## src/rtl/led_seq_ctrl.sv

```systemverilog
// LED step sequencer: two synchronized/debounced buttons drive an IDLE/RUN/PAUSE
// FSM that steps a 4-bit counter up or down once every TICK_DIV cycles while running.
module led_seq_ctrl #(
  parameter int DEBOUNCE_CYCLES = 4,
  parameter int TICK_DIV        = 8
) (
  input  logic       CLK100MHZ,
  input  logic       BTNU,
  input  logic       BTNC,
  input  logic       BTND,
  output logic [3:0] LED,
  output logic       BUSY,
  output logic       DIR
);

  localparam int CW = $clog2(DEBOUNCE_CYCLES + 1);
  localparam int PW = $clog2(TICK_DIV);
  localparam logic [CW-1:0] DB_LIMIT  = CW'(DEBOUNCE_CYCLES);
  localparam logic [PW-1:0] TICK_LAST = PW'(TICK_DIV - 1);

  typedef enum logic [1:0] {IDLE, RUN, PAUSE} state_t;

  logic       srst;
  logic [1:0] btn_raw;
  logic [1:0] press;

  assign srst    = BTNU;
  assign btn_raw = {BTND, BTNC};

  // Index 0 is the start/pause button, index 1 the direction button.
  for (genvar gi = 0; gi < 2; gi++) begin : g_btn
    logic          sync1_reg;
    logic          sync2_reg;
    logic          level_reg;
    logic          press_reg;
    logic [CW-1:0] cnt_reg;
    logic [CW-1:0] cnt_next;

    assign cnt_next = cnt_reg + CW'(1);

    always_ff @(posedge CLK100MHZ) begin
      if (srst) begin
        sync1_reg <= 1'b0;
        sync2_reg <= 1'b0;
        level_reg <= 1'b0;
        press_reg <= 1'b0;
        cnt_reg   <= '0;
      end else begin
        sync1_reg <= btn_raw[gi];
        sync2_reg <= sync1_reg;
        press_reg <= 1'b0;
        if (sync2_reg == level_reg) begin
          cnt_reg <= '0;
        end else if (cnt_next == DB_LIMIT) begin
          // Accept the new level; only a rising level counts as a press.
          level_reg <= sync2_reg;
          press_reg <= sync2_reg;
          cnt_reg   <= '0;
        end else begin
          cnt_reg <= cnt_next;
        end
      end
    end

    assign press[gi] = press_reg;
  end

  state_t        state_reg;
  logic [PW-1:0] presc_reg;
  logic [3:0]    led_reg;
  logic          dir_reg;
  logic          busy_reg;
  logic          c_press;
  logic          d_press;
  logic          tick;

  assign c_press = press[0];
  assign d_press = press[1];
  assign tick    = (state_reg == RUN) && (presc_reg == TICK_LAST);

  always_ff @(posedge CLK100MHZ) begin
    if (srst) begin
      state_reg <= IDLE;
      presc_reg <= '0;
      led_reg   <= 4'h0;
      dir_reg   <= 1'b0;
      busy_reg  <= 1'b0;
    end else begin
      if (d_press)
        dir_reg <= ~dir_reg;
      case (state_reg)
        IDLE, PAUSE: begin
          if (c_press) begin
            state_reg <= RUN;
            presc_reg <= '0;
            busy_reg  <= 1'b1;
          end
        end
        RUN: begin
          // The step uses the pre-toggle direction when a D-press coincides.
          if (tick) begin
            led_reg   <= dir_reg ? led_reg - 4'd1 : led_reg + 4'd1;
            presc_reg <= '0;
          end else begin
            presc_reg <= presc_reg + PW'(1);
          end
          if (c_press) begin
            state_reg <= PAUSE;
            busy_reg  <= 1'b0;
          end
        end
        default: begin
          state_reg <= IDLE;
          busy_reg  <= 1'b0;
        end
      endcase
    end
  end

  assign LED  = led_reg;
  assign BUSY = busy_reg;
  assign DIR  = dir_reg;

endmodule

```

## config.mk

```make
export PLATFORM = sky130hd
export DESIGN_NAME = led_seq_ctrl
export DESIGN_NICKNAME = d
export VERILOG_FILES = /design/src/rtl/led_seq_ctrl.sv
export SDC_FILE = /design/constraint.sdc
export NUM_CORES = 1
export LEC_CHECK = 0
export ABC_AREA = 0
export CORE_MARGIN = 5
export CORE_UTILIZATION = 49
export DETAILED_ROUTE_END_ITERATION = 10
export HOLD_SLACK_MARGIN = 0.03
export PLACE_DENSITY = 0.72
export SYNTH_ARGS = -nofsm -noshare
export SYNTH_HDL_FRONTEND = slang
export SYNTH_SLANG_ARGS = --single-unit
```

## constraint.sdc

```tcl
create_clock -name CLK100MHZ -period 1.7 [get_ports CLK100MHZ]
set_clock_uncertainty 0.2 [all_clocks]
set_input_delay 0.255 -clock CLK100MHZ [delete_from_list [all_inputs] [get_ports CLK100MHZ]]
set_output_delay 0.255 -clock CLK100MHZ [all_outputs]
set_load 0.02 [all_outputs]
```

# == After elaboration in Yosys (flattened, before gate mapping) ==
# Cells that the tools add are included.
# op_classes
addsub,5
eq_ne,9
mux,10
bitwise,5
n_reduce_logical,13
# ops
operator,n
$reduce_or A3 Y1,4
$reduce_and A2 Y1,5
$add A3 B1 Y3 const B,3
$eq A3 B3 Y1 const B,3
$mux W3,2
$pmux W3 S2,1
$not A1 Y1,5
$add A4 B1 Y4 const B,1
$mux W2,2
$mux W4,1
$ne A2 B2 Y1 const B,2
$pmux W2 S2,1
$sub A4 B1 Y4 const B,1
$eq A1 B1 Y1,2
$eq A2 B1 Y1 const B,1
$eq A2 B2 Y1 const B,1
$logic_not A2 Y1,1
$mux W1,2
$pmux W1 S2,1
$reduce_bool A2 Y1,1
$reduce_or A2 Y1,1
$logic_and A1 B1 Y1,1
# totals
ff_bits,25
input_bits,4
output_inout_bits,6
wordCells,57

# == Longest topological paths before layout ==
# depth
depth_word,4
depth_mapped,6
depth_no_buf,6

# == Worst setup path before layout ==
# Ideal clock, no wire load.
# synth_path
path_kind,register -> register
start,"reg dir_reg, in the netlist DIR"
end,"reg led_reg[3], in the netlist LED[3]"
setup_time_ns,0.121
arrival_time_ns,1.517
required_time_ns,1.379
slack_ns,-0.139
path_stages_with_launch,6
period_less_slack_ns,1.839
path_cell_list,dfxtp_1 > ha_1 > a21oi_1 > nand4_1 > nand2_1 > mux2_4
# synth_via
elab_chain_len,1
# synth_rtl
item,line,rtl
from (decl),71,logic dir_reg;
from (signal assigned),90,dir_reg <= ~dir_reg;
$mux W4,102,led_reg <= dir_reg ? led_reg - 4'd1 : led_reg + 4'd1;
to (signal assigned),102,
to (decl),70,logic [3:0] led_reg;
# Every way passes these cells.
# A chain may end at the register's enable or synchronous reset.

# == Final worst setup path ==
# layout_path
start,reg presc_reg[0]
end,"reg led_reg[3], in the netlist LED[3]"
# layout_via
elab_chain_len,3
# layout_rtl
item,line,rtl
from (decl),69,logic [PW-1:0] presc_reg;
from (signal assigned),105,presc_reg <= presc_reg + PW'(1);
$eq A3 B3 Y1,79,assign tick = (state_reg == RUN) && (presc_reg == TICK_LAST);
$logic_and A1 B1 Y1,79,
$reduce_and A2 Y1 (no line),--,
# Every way passes these cells.

==> flow_summary.yaml <==
logic_synthesis:
  ys_types: 31
  netlist_instances: 115
  yosysWarnings: 0
  synth.avg_cell_area_um2: 9.49
  ys_ff_latch: 25
  syn_area_um2: 1090
  synth.yosys.seq_area_share: 0.459
  synth_nets: 128
worst_setup_path:
  worstPathRequired_ns: 1.73
  crit_chain: "ha_1, ha_1, nand3b_1, a211o_1, nand2_1, mux2_4"
  cp-start-kind: "register"
  rr_endpoint: "LED[3]"
  arrival_ns: 1.72
  crit_type: "reg -> reg"
  worstReg2RegStart: "presc_reg[0]"
  cpPeakStageDelay_ns: 0.35
  crit_fanout: 3
  path_buf_inv: 0
  r2r_cells: 6
  critPathCaptureType: "register"
  regToRegSetupSlack_ns: 0.01
  crit_slowest_cell: "dfxtp_2"
  crit_top_cell: "ha_1"
  cp_top_family: "flip-flops"
power_and_ir_drop:
  max-vdd-ir-drop_uv: 521
  leakagePower_nw: 0.576
  swShare: 0.221
  power_uw: 891
  intPower_uw: 694
  clockPowerShare: 0.304
  power_frac_seq: 0.665
  power_density_nw_per_um2: 668
  share_comb_of_total_power: 0.031
  p_sw_uw: 197
clock_network:
  numCtsBuffers: 3
  cts-htree-levels: 1
  clock-sinks: 25
  cts_root_buf: "clkbuf_4"
  cts_tree: "built"
  hold_buffers: 0
  clock_latency_ns: 0.32
  clk_pin_slew_ns: 0.14
  cts_buffer_depth: 2
die:
  rows: 17
  dieHeight_um: 57.2
  die_area_um2: 3270
  io-pin-count: 10
  initial_core_util: 0.503
  core_um2: 2170
  dieWidth_um: 57.2
timing:
  fin_crit_sh: 0.992
  worst_pin_slew_ns: 0.335
  rsz0062_at_grt: "true"
  fin_crit_ns: 1.69
  fmax_mhz: 593
  hold_viol: 0
  report.final.slew_viol_count: 0
  fin_setup_tns_ns: 0
  timing.slew.headroom: 0.776
  final-setup-viol-count: 0
grt:
  grt_overflow_total: 0
  grt_start_max_net_pins: 15
  grt.total_usage: 0.117
  antenna_found_initial: 0
  grt_pass1_vias: 765
  grt_first_pass_wirelength_mm: 3.04
layout:
  final_layout_size_suffix_gt1_frac: 0.201
  diodes: 0
  largest_reg_flops: 6
  multi_input_area_um2: 587
  layout.nets: 148
  num-fill-cells: 207
  register_area_um2: 508
  syn_to_final_growth_pct: 22.2
drt:
  final_antenna_net_count: 0
  drtPass1Iterations: 3
  wirelength_mm: 1.81
  via_per_inst: 4.99
  initialDrtViolationCount: 16
  wl_per_cell_um: 11.2
  routed-via-count: 809
  drc: 0
placement:
  dp_hpwl_mm: 1.36
  routabilityCongestion: 0.688
  portBuffers: 9
hold_path:
  hold_end: "g_btn[0].sync2_reg"
  hp-class: "reg -> reg"
  hold_start: "g_btn[0].sync1_reg"
  min_path_cells: 1
outcome:
  status: "finished, final reports clean"
job:
  max_cap_violations: 0
[cell usage after synthesis, drive strengths merged]
master   n  area (um2)
dfxtp   25         500
nand2   12        45.0
nand3    3        15.0
xnor2    4        35.0
and3b    1        8.76
or3b     1        8.76
buf      4        25.0
nand4    1        6.26
o21ai    1        5.00
fa       1        20.0
nor2b    6        37.5
a211o    1        8.76
mux2i    1        10.0
nor3     2        10.0
xor2     2        17.5
inv      3        11.3
a211oi   1        7.51
nand3b   2        15.0
nand2b   1        6.26
a21o     1        8.76
and3     4        25.0
nor3b    3        22.5
clkbuf   1        3.75
nor2    13        48.8
nor4b    2        17.5
ha       8         100
a21oi    9        45.0
mux2     2        26.3
[final cells by class]
| type | instances | area share |
|---|---|---|
| well taps | 28 | 0.0263 |
| repair buffers | 20 | 0.124 |
| flip-flops and latches | 25 | 0.381 |
| clock inverters | 1 | 0.00375 |
| multi-input cells | 82 | 0.440 |
| inverters | 3 | 0.00844 |
| clock buffers | 3 | 0.0169 |
[worst max path at each step]
stage / startpoint / end / slack, ns / cells past startpoint
floorplan: LED[1] / LED[3] / 0.005 / 5
CTS: DIR / LED[3] / 0.0002 / 5
global route: DIR / LED[3] / -0.05 / 5
global placement: DIR / LED[3] / 0.06 / 5
detailed placement: presc_reg[0] / LED[3] / 0.01 / 6
finish: presc_reg[0] / LED[3] / 0.01 / 6
[worst register-to-register path: stages, from the launching register on]
cell and delay, ns:
dfxtp_2 0.35, ha_1 0.14, ha_1 0.18, nand3b_1 0.12, a211o_1 0.24, nand2_1 0.07
mux2_4 0.29
[stage by stage]
stage	setup WS, ns	area [um2]	instances	util	hold WS, ns
after floorplan	0.00521	1110	115	-	0.183
after global placement	0.0567	1270	156	0.585	0.220
after detailed placement	0.0135	1270	156	0.585	0.229
after CTS	0.000240	1300	161	0.600	0.257
after global routing	-0.0486	1330	162	0.615	0.252
final	0.0129	1330	162	0.615	0.254
[logic make-up (layout without fill, tap and decap cells)]
family / Yosys count / count (layout) / share of synthesized area
flip-flops: 25 / 25 / 0.459
buffers and inverters: 8 / 27 / 0.0367
multiplexers: 3 / 3 / 0.0333
AO/OA/AOI/OAI: 13 / 13 / 0.0688
adder cells (fa/ha/maj): 9 / 9 / 0.110
XOR/XNOR: 6 / 6 / 0.0482
AND/OR/NAND/NOR: 51 / 51 / 0.244
[power by group through the flow]
stage	logic (mW)	registers, mW	clock network [mW]
2_1_floorplan	0.0136	0.607	0
3_3_place_gp	0.0270	0.608	0
3_5_place_dp	0.0283	0.608	0
4_1_cts	0.0284	0.593	0.278
5_1_grt	0.0310	0.594	0.297
6_report	0.0275	0.593	0.271
[cell usage in the layout (no fill, tap or decap), types with 4 or more instances in the layout]
| master | netlist | layout |
|---|---|---|
| and3_1 | 4 | 4 |
| ha_1 | 8 | 6 |
| buf_4 | 0 | 11 |
| nor2b_1 | 6 | 6 |
| dlygate4sd2_1 | 0 | 6 |
| xnor2_1 | 4 | 4 |
| nor2_1 | 13 | 13 |
| a21oi_1 | 9 | 8 |
| dfxtp_1 | 25 | 21 |
| nand2_1 | 12 | 12 |
[per-layer routing]
| layer | track usage | vias to the layer above | wire, um |
|---|---|---|---|
| met4 | 0.0695 | 0 | 65 |
| met2 | 0.201 | 14 | 811 |
| li1 | - | 425 | - |
| met3 | 0.0204 | 7 | 80 |
| met1 | 0.135 | 363 | 853 |
| met5 | 0 | - | 0 |
[what timing repair did]
action	CTS	global route
pin swaps	0	2
endpoints found under the setup margin	7	2
setup buffers	1	1
cloned	0	0
endpoints found under the hold margin	0	0
gates resized for setup	9	4
Note: power is estimated with default switching activity, not from simulation.
